$ cat src/rtl/slot_round_ctrl.sv
// Slot-machine round controller: coin/credit bookkeeping, three-stop spin
// sequence, settle delay and a one-cycle payout that scores the reel digits.
module slot_round_ctrl #(
    parameter int MAX_CREDIT = 99,
    parameter int PAY_TRIPLE = 10,
    parameter int PAY_PAIR   = 2,
    parameter int SETTLE_CYC = 4
) (
    input  logic       CLK,
    input  logic       RST,
    input  logic       C_IN,
    input  logic       GAME_START,
    input  logic       SBTN,
    input  logic [3:0] REEL1,
    input  logic [3:0] REEL2,
    input  logic [3:0] REEL3,
    output logic       STOP1,
    output logic       STOP2,
    output logic       STOP3,
    output logic [6:0] CREDIT,
    output logic [2:0] STATE,
    output logic [1:0] WIN,
    output logic       BUSY
);

    typedef enum logic [2:0] {
        S_IDLE   = 3'd0,
        S_CREDIT = 3'd1,
        S_SPIN   = 3'd2,
        S_SETTLE = 3'd3,
        S_PAYOUT = 3'd4
    } state_e;

    localparam logic [7:0] MAX_C8      = 8'(MAX_CREDIT);
    localparam logic [6:0] MAX_C7      = 7'(MAX_CREDIT);
    localparam logic [7:0] PAY_TRIPLE8 = 8'(PAY_TRIPLE);
    localparam logic [7:0] PAY_PAIR8   = 8'(PAY_PAIR);
    localparam logic [3:0] SETTLE_LAST = 4'(SETTLE_CYC - 1);

    state_e     state_q, state_d;
    logic [6:0] credit_q, credit_d;
    logic [1:0] win_q, win_d;
    logic [2:0] stop_q, stop_d;            // bit 0 drives STOP1
    logic [1:0] stop_cnt_q, stop_cnt_d;
    logic [3:0] settle_cnt_q, settle_cnt_d;
    logic       c_in_q, c_in_d;
    logic       start_q, start_d;
    logic       sbtn_q, sbtn_d;

    logic       coin_edge, start_edge, stop_edge;
    logic       triple, pair;
    logic [7:0] pay;
    logic [7:0] credit_plus_coin;
    logic [7:0] credit_plus_pay;
    logic [6:0] credit_coin_sat;
    logic [6:0] credit_pay_sat;

    function automatic logic [6:0] sat(input logic [7:0] v);
        return (v > MAX_C8) ? MAX_C7 : v[6:0];
    endfunction

    assign coin_edge  = C_IN & ~c_in_q;
    assign start_edge = GAME_START & ~start_q;
    assign stop_edge  = SBTN & ~sbtn_q;

    assign triple = (REEL1 == REEL2) && (REEL2 == REEL3);
    assign pair   = (REEL1 == REEL2) || (REEL2 == REEL3) || (REEL1 == REEL3);
    assign pay    = triple ? PAY_TRIPLE8 : (pair ? PAY_PAIR8 : 8'd0);

    // Payout sum is formed at 8 bits so a 127-credit total cannot wrap before saturation.
    assign credit_plus_coin = {1'b0, credit_q} + {7'd0, coin_edge};
    assign credit_plus_pay  = credit_plus_coin + pay;
    assign credit_coin_sat  = sat(credit_plus_coin);
    assign credit_pay_sat   = sat(credit_plus_pay);

    always_comb begin
        // NOTE: every signal gets a default first so no path through the case infers a latch.
        state_d      = state_q;
        credit_d     = credit_coin_sat;
        win_d        = win_q;
        stop_d       = stop_q;
        stop_cnt_d   = stop_cnt_q;
        settle_cnt_d = settle_cnt_q;
        c_in_d       = C_IN;
        start_d      = GAME_START;
        sbtn_d       = SBTN;

        case (state_q)
            S_IDLE: begin
                stop_d = 3'b111;
                if (coin_edge) state_d = S_CREDIT;
            end
            S_CREDIT: begin
                if (start_edge && credit_q != 7'd0) begin
                    credit_d   = credit_coin_sat - 7'd1;
                    win_d      = 2'b00;
                    stop_d     = 3'b000;
                    stop_cnt_d = 2'd0;
                    state_d    = S_SPIN;
                end
            end
            S_SPIN: begin
                if (stop_edge) begin
                    case (stop_cnt_q)
                        2'd0:    stop_d[0] = 1'b1;
                        2'd1:    stop_d[1] = 1'b1;
                        default: stop_d[2] = 1'b1;
                    endcase
                    stop_cnt_d = stop_cnt_q + 2'd1;
                    if (stop_cnt_q == 2'd2) begin
                        settle_cnt_d = 4'd0;
                        state_d      = S_SETTLE;
                    end
                end
            end
            S_SETTLE: begin
                stop_d = 3'b111;
                if (settle_cnt_q == SETTLE_LAST) begin
                    settle_cnt_d = 4'd0;
                    state_d      = S_PAYOUT;
                end else begin
                    settle_cnt_d = settle_cnt_q + 4'd1;
                end
            end
            S_PAYOUT: begin
                credit_d = credit_pay_sat;
                win_d    = triple ? 2'b10 : (pair ? 2'b01 : 2'b00);
                state_d  = (credit_pay_sat != 7'd0) ? S_CREDIT : S_IDLE;
            end
            default: state_d = S_IDLE;
        endcase
    end

    // Edge registers reset high so a level already asserted at release is not an edge.
    always_ff @(posedge CLK) begin
        // NOTE: sequential state uses non-blocking assignments so all flops update together.
        if (RST) begin
            state_q      <= S_IDLE;
            credit_q     <= 7'd0;
            win_q        <= 2'b00;
            stop_q       <= 3'b111;
            stop_cnt_q   <= 2'd0;
            settle_cnt_q <= 4'd0;
            c_in_q       <= 1'b1;
            start_q      <= 1'b1;
            sbtn_q       <= 1'b1;
        end else begin
            state_q      <= state_d;
            credit_q     <= credit_d;
            win_q        <= win_d;
            stop_q       <= stop_d;
            stop_cnt_q   <= stop_cnt_d;
            settle_cnt_q <= settle_cnt_d;
            c_in_q       <= c_in_d;
            start_q      <= start_d;
            sbtn_q       <= sbtn_d;
        end
    end

    assign STOP1  = stop_q[0];
    assign STOP2  = stop_q[1];
    assign STOP3  = stop_q[2];
    assign CREDIT = credit_q;
    assign STATE  = state_q;
    assign WIN    = win_q;
    assign BUSY   = (state_q == S_SPIN) || (state_q == S_SETTLE) || (state_q == S_PAYOUT);

endmodule

$ cat config.mk
export PLATFORM = sky130hd
export DESIGN_NAME = slot_round_ctrl
export DESIGN_NICKNAME = d
export VERILOG_FILES = /design/src/rtl/slot_round_ctrl.sv
export SDC_FILE = /design/constraint.sdc
export NUM_CORES = 1
export LEC_CHECK = 0
export ABC_AREA = 1
export CORE_MARGIN = 2
export CORE_UTILIZATION = 50
export CTS_BUF_LIST = sky130_fd_sc_hd__clkbuf_4 sky130_fd_sc_hd__clkbuf_8
export DETAILED_ROUTE_END_ITERATION = 16
export PLACE_DENSITY = 0.83
export SLEW_MARGIN = 20
export SYNTH_ARGS = -nofsm -noshare
export SYNTH_HDL_FRONTEND = slang
export SYNTH_SLANG_ARGS = --single-unit
$ cat constraint.sdc
create_clock -name CLK -period 3.3 [get_ports CLK]
set_clock_uncertainty 0.2 [all_clocks]
set_input_delay 0.33 -clock CLK [delete_from_list [all_inputs] [get_ports CLK]]
set_output_delay 0.33 -clock CLK [all_outputs]
set_load 0.05 [all_outputs]
Word-level counts from Yosys, hierarchy flattened

Index checks and enable logic that the tools add are counted.

Bits in registers: 24
Input bits: 17
Output and inout port bits: 16
Logic and storage cells: 94

Add/subtract/negate cells: 5
Order comparisons: 2
Equal/unequal tests: 18
Muxes and demuxes: 29
Bitwise gates (word level): 6
Reduce and logical (&&, ||, !) cells: 23

Operator list:

| cell                                                                             | count |
|---|---|
| 3-bit 2-to-1 mux                                                                 | 7 |
| 7-bit 2-to-1 mux                                                                 | 3 |
| 8-bit by 7-bit greater-than comparator with 1-bit output (second input constant) | 2 |
| 4-bit 2-to-1 mux                                                                 | 4 |
| 3-bit one-hot mux with 5 select lines                                            | 1 |
| 7-bit one-hot mux with 2 select lines                                            | 1 |
| 7-bit nonzero test                                                               | 2 |
| 4-bit equality test                                                              | 3 |
| 2-bit inequality test (second input constant)                                    | 6 |
| 4-bit AND reduction                                                              | 3 |
| 3-bit one-hot mux with 3 select lines                                            | 1 |
| 7-bit by 1-bit adder with 8-bit output                                           | 1 |
| 8-bit by 4-bit adder with 8-bit output                                           | 1 |
| 2-bit 2-to-1 mux                                                                 | 4 |
| 2-bit one-hot mux with 2 select lines                                            | 2 |
| 4-bit one-hot mux with 2 select lines                                            | 1 |
| 7-bit by 1-bit subtractor with 7-bit output (second input constant)              | 1 |
| 3-bit by 2-bit equality test with 1-bit output (second input constant)           | 2 |
| 3-bit AND reduction                                                              | 2 |
| 2-bit nonzero test                                                               | 3 |
| 1-bit 2-to-1 mux                                                                 | 5 |
| 5-bit AND reduction                                                              | 1 |
| 4-bit by 1-bit adder with 4-bit output (second input constant)                   | 1 |
| 4-bit by 2-bit equality test with 1-bit output (second input constant)           | 1 |
| 15 further kinds                                                                 | 25 |

Longest topological paths before layout

Word-level depth: 11
Gate-level depth with buffers: 22
Mapped depth without buffers: 22

Worst setup path before layout

No wires, ideal clock.

Path type: register to register
Start: register credit_q[0], in the netlist CREDIT[0]
End: register credit_q[3], in the netlist CREDIT[3]
Library setup time: 0.131 ns
Arrival time: 2.604 ns
Required time: 2.969 ns
Setup slack: 0.366 ns
Stages on the path, launching flop included: 19
Buffers on the path: 0
Clock period less this slack: 2.934 ns
Cell sequence: dfxtp_1 ha_1 ha_1 nand2_1 nand2_1 inv_1 ha_1 a21oi_1 nor2_2 nand2_1 nand2_1 nor2_1 nand2_1 nand2_2 inv_2 nand2_1 nand2_1 inv_1 a21oi_2

Longest elaborated chain between the ends: 6
Elaborated cells between the ends (all ways): 11
Classes of those cells: add/sub: 3; order compare: 2; mux: 4; reduce/logical: 2

Ends and longest elaborated chain:

| what                                                     | RTL line | source |
|---|---|---|
| start: declaration                                       | 41       | `logic [6:0] credit_q, credit_d;` |
| start signal: assignment                                 | 149      | `credit_q <= credit_d;` |
| 7-bit by 1-bit adder with 8-bit output                   | 71       | `assign credit_plus_coin = {1'b0, credit_q} + {7'd0, coin_edge};` |
| 8-bit by 7-bit greater-than comparator with 1-bit output | 59       | `return (v > MAX_C8) ? MAX_C7 : v[6:0];` |
| 7-bit 2-to-1 mux                                         | 59       |  |
| 7-bit by 1-bit subtractor with 7-bit output              | 95       | `credit_d = credit_coin_sat - 7'd1;` |
| 7-bit 2-to-1 mux                                         | 94       | `if (start_edge && credit_q != 7'd0) begin` |
| 7-bit one-hot mux with 2 select lines *                  | 88       | `case (state_q)` |

Every way passes the cells marked *; elsewhere a longest branch is shown, timed or not.
A chain may end at the register's enable or synchronous reset.

Worst setup path in the final report

Start: input C_IN
End: register state_q[0], in the netlist STATE[0]

Longest elaborated chain between the ends: 8
Elaborated cells between the ends (all ways): 10
Classes of those cells: add/sub: 2; order compare: 1; eq/ne: 1; mux: 3; bitwise: 1; reduce/logical: 2

Ends and longest elaborated chain:

| what                                                     | RTL line | source |
|---|---|---|
| start: declaration                                       | 11       | `input logic C_IN,` |
| 1-bit bitwise AND *                                      | 62       | `assign coin_edge = C_IN & ~c_in_q;` |
| 7-bit by 1-bit adder with 8-bit output                   | 71       |  |
| 8-bit by 4-bit adder with 8-bit output                   | 72       | `assign credit_plus_pay = credit_plus_coin + pay;` |
| 8-bit by 7-bit greater-than comparator with 1-bit output | 59       |  |
| 7-bit 2-to-1 mux                                         | 59       |  |
| 7-bit nonzero test                                       | 128      | `state_d = (credit_pay_sat != 7'd0) ? S_CREDIT : S_IDLE;` |
| 1-bit 2-to-1 mux                                         | 128      |  |
| 3-bit one-hot mux with 5 select lines                    | 88       |  |
| end signal: assignment                                   | 148      | `state_q <= state_d;` |
| end: declaration                                         | 40       | `state_e state_q, state_d;` |

Marks and branches as above.

==> metrics.csv <==
stage;metric;value;unit
outcome;status;finished, final reports clean;
grt;grt_antenna_before_repair;0;
timing;fin_crit;3008;ps
placed_design;dp.cells;381;
die;start_util;52.29;%
clock_network;numCtsBuffers;3;
die;coreArea;3661;um^2
drt;postRouteAntennaNets;0;
synthesis;ys_types;32;
timing;finalSetupViolations;0;
power;power;0.0009846;W
min_path;worstHoldPathType;flip-flop to flip-flop;
timing;hold_violations;0;
grt;grt_util_all_layers;24.54;%
critical_path;required;3270;ps
synthesis;netlist_area;1914;um^2
synthesis;ys_seq_area_share;25.10;%
power;peakVddDrop;228.3;uV
clock_network;postCtsHoldBufs;0;
timing;fmax;332.5;MHz
grt;grt_max_degree;17;
synthesis;yosysWarningCount;0;
finish;design_area;2431;um^2
drt;drc;0;
drt;totalWireLength;4968;um
die;dieArea;4340;um^2
timing;rsz0062_at_grt;false;
die;dieHeight;65.88;um
clock_network;cts.sinks;24;
finish;areaGrowthSynthToFinish;26.99;%
critical_path;crit_type;input port to flip-flop;
flow_run;cap_violations;0;
timing;fin_setup_tns;0;ps
synthesis;ys_ff_latch;24;
clock_network;cts_buffer_depth;2;
finish;fin_nets;365;
drt;drtIter0Drc;166;
placed_design;port_buffers;32;
clock_network;htree_levels;1;
timing;fin_crit_sh;91.15;%
finish;drive_above_1_share;11.87;%
clock_network;insertion_delay;280;ps
drt;avgRoutedWirePerCell;12.90;um
placed_design;globalplace.congestion;0.9324;
clock_network;postCtsSetupBuffers;0;
critical_path;start_kind;input port;
timing;hold_slack;281.8;ps
grt;gr-total-overflow;0;
clock_network;cts_tree;done;
die;io_pins;33;
timing;worst-slew-pin-transition;655.6;ps
grt;grt_pass1_wl;8335;um
placed_design;place_hpwl;3785;um
power;p_leak;1.094;nW
critical_path;crit_path_end_kind;flip-flop;
drt;dr.pass1.iters;5;
clock_network;cts-root-buf;clkbuf_8;
timing;relSlewSlack;55.83;%
placed_design;placedInstanceArea;2355;um^2
clock_network;cts_resized;0;
die;fp.dieW;65.88;um
critical_path;worstPathArrival;2980;ps
timing;slew_violations;0;
critical_path;path_max_fanout;4;
drt;via_count;2065;
finish;fin_cells;385;
clock_network;path_clk_slew;100;ps
die;rows;22;
synthesis;netlist_instances;294;
synthesis;synth_nets;321;
power;power_density;405.0;nW/um^2
drt;vias_per_cell;5.364;
grt;grt_pass1_vias;1964;
synthesis;synth_area_per_cell;6.511;um^2
finish;diodes;0;
-- area by class of cell --
class,count,area [um^2]
multi-input cells,220,1251
clock inverters,1,30.03
clock buffers,3,41.29
repair buffers,41,387.9
inverters,48,180.2
fillers,330,1230
flip-flops and latches,24,480.5
well taps,48,60.06
-- worst max-delay path, stage by stage --
cell	delay, ps
clkdlybuf4s50_1	450
inv_1	50
nor2_2	120
ha_2	220
nand4_1	120
nand2_2	90
inv_1	40
ha_1	330
nand2_1	60
nand3b_1	190
nand2_1	100
nand2_1	80
nand2_1	110
inv_1	60
nor3_1	180
nand3_1	110
nor2_1	110
nand2_1	70
nand2_1	70
a21oi_1	80
-- flip-flops by register name (all words and copies together), names as in the netlist --
name          count
CREDIT            7
settle_cnt_q      4
STATE             3
stop_q            3
WIN               2
stop_cnt_q        2
c_in_q            1
sbtn_q            1
start_q           1
-- power by group --
| group | switching, W | leakage (nW) | internal [W] |
|---|---|---|---|
| combinational | 0.000244 | 0.863 | 0.000130 |
| sequential | 0.0000252 | 0.195 | 0.000316 |
| clock | 0.000107 | 0.0357 | 0.000162 |
| total | 0.000376 | 1.09 | 0.000608 |
-- metrics by stage --
step / setup slack, ps / util, %
6_report: 292.0 / 66.40
5_1_grt: 40.49 / 66.40
3_3_place_gp: 121.2 / 64.32
2_1_floorplan: 365.6 / -
4_1_cts: 239.7 / 66.27
3_5_place_dp: 15.27 / 64.32
-- cells in the final DEF (no fill, tap or decap), drive strengths merged --
cell           instances
a22oi                  1
bufinv                 1
nor3b                  1
clkinv                 1
o21ai                 18
dfxtp                 24
a211oi                 1
a31oi                  2
nand2                 71
nor2                  33
nand4                  9
nor4                   1
buf                    9
clkdlybuf4s50         32
o21a                   1
a21oi                 21
o31ai                  1
xnor2                 15
nand3                 25
nor3                   7
xor2                   2
clkbuf                 3
nand3b                 1
inv                   47
ha                    10
-- per-layer routing --
layer / vias up / track usage, % / routed length (um)
li1: 1044 / - / -
met1: 911 / 31.49 / 2150
met2: 97 / 43.06 / 2372
met3: 13 / 1.874 / 343
met4: 0 / 8.333 / 102
met5: - / 0 / 0
-- cells in the mapped netlist --
cell	n	area [um^2]
a211oi_1	1	7.510
a21oi_1	18	90.09
a21oi_2	3	26.28
a22oi_1	1	7.510
a31oi_1	2	12.51
clkbuf_1	2	7.510
clkinv_1	1	3.750
dfxtp_1	24	480.5
ha_1	10	125.1
inv_1	45	168.9
inv_2	2	7.510
nand2_1	62	232.7
nand2_2	7	43.79
nand2_4	2	22.52
nand3_1	22	110.1
nand3_2	3	30.03
nand3b_1	1	7.510
nand4_1	9	56.30
nor2_1	27	101.4
nor2_2	2	12.51
nor2_4	4	45.04
nor3_1	6	30.03
nor3_2	1	10.01
nor3b_1	1	7.510
nor4_1	1	6.260
o21a_1	1	7.510
o21ai_0	15	75.07
o21ai_1	3	15.01
o31ai_1	1	7.510
xnor2_1	15	131.4
xor2_1	1	8.760
xor2_2	1	16.27
-- worst paths after layout --
path              cells past startpoint  slack, ps              startpoint                endpoint
hold / removal                        2        280  stop_q[1]$_SDFFE_PP1P_  stop_q[1]$_SDFFE_PP1P_
setup reg to reg                     18        500       c_in_q$_SDFF_PP1_   STATE[0]$_SDFFE_PP0P_
hold reg to reg                       2        280  stop_q[1]$_SDFFE_PP1P_  stop_q[1]$_SDFFE_PP1P_
setup / recovery                     20        290                    C_IN   STATE[0]$_SDFFE_PP0P_
-- cell families after synthesis --
kind of cell             count (synthesis)  synth area share, %
XOR/XNOR                                17                8.170
adder cells (fa/ha/maj)                 10                6.536
flip-flops                              24                25.10
AO/OA/AOI/OAI                           45                13.01
buffers and inverters                   50                9.804
AND/OR/NAND/NOR                        148                37.39
Note: power is estimated with default switching activity, not from simulation.
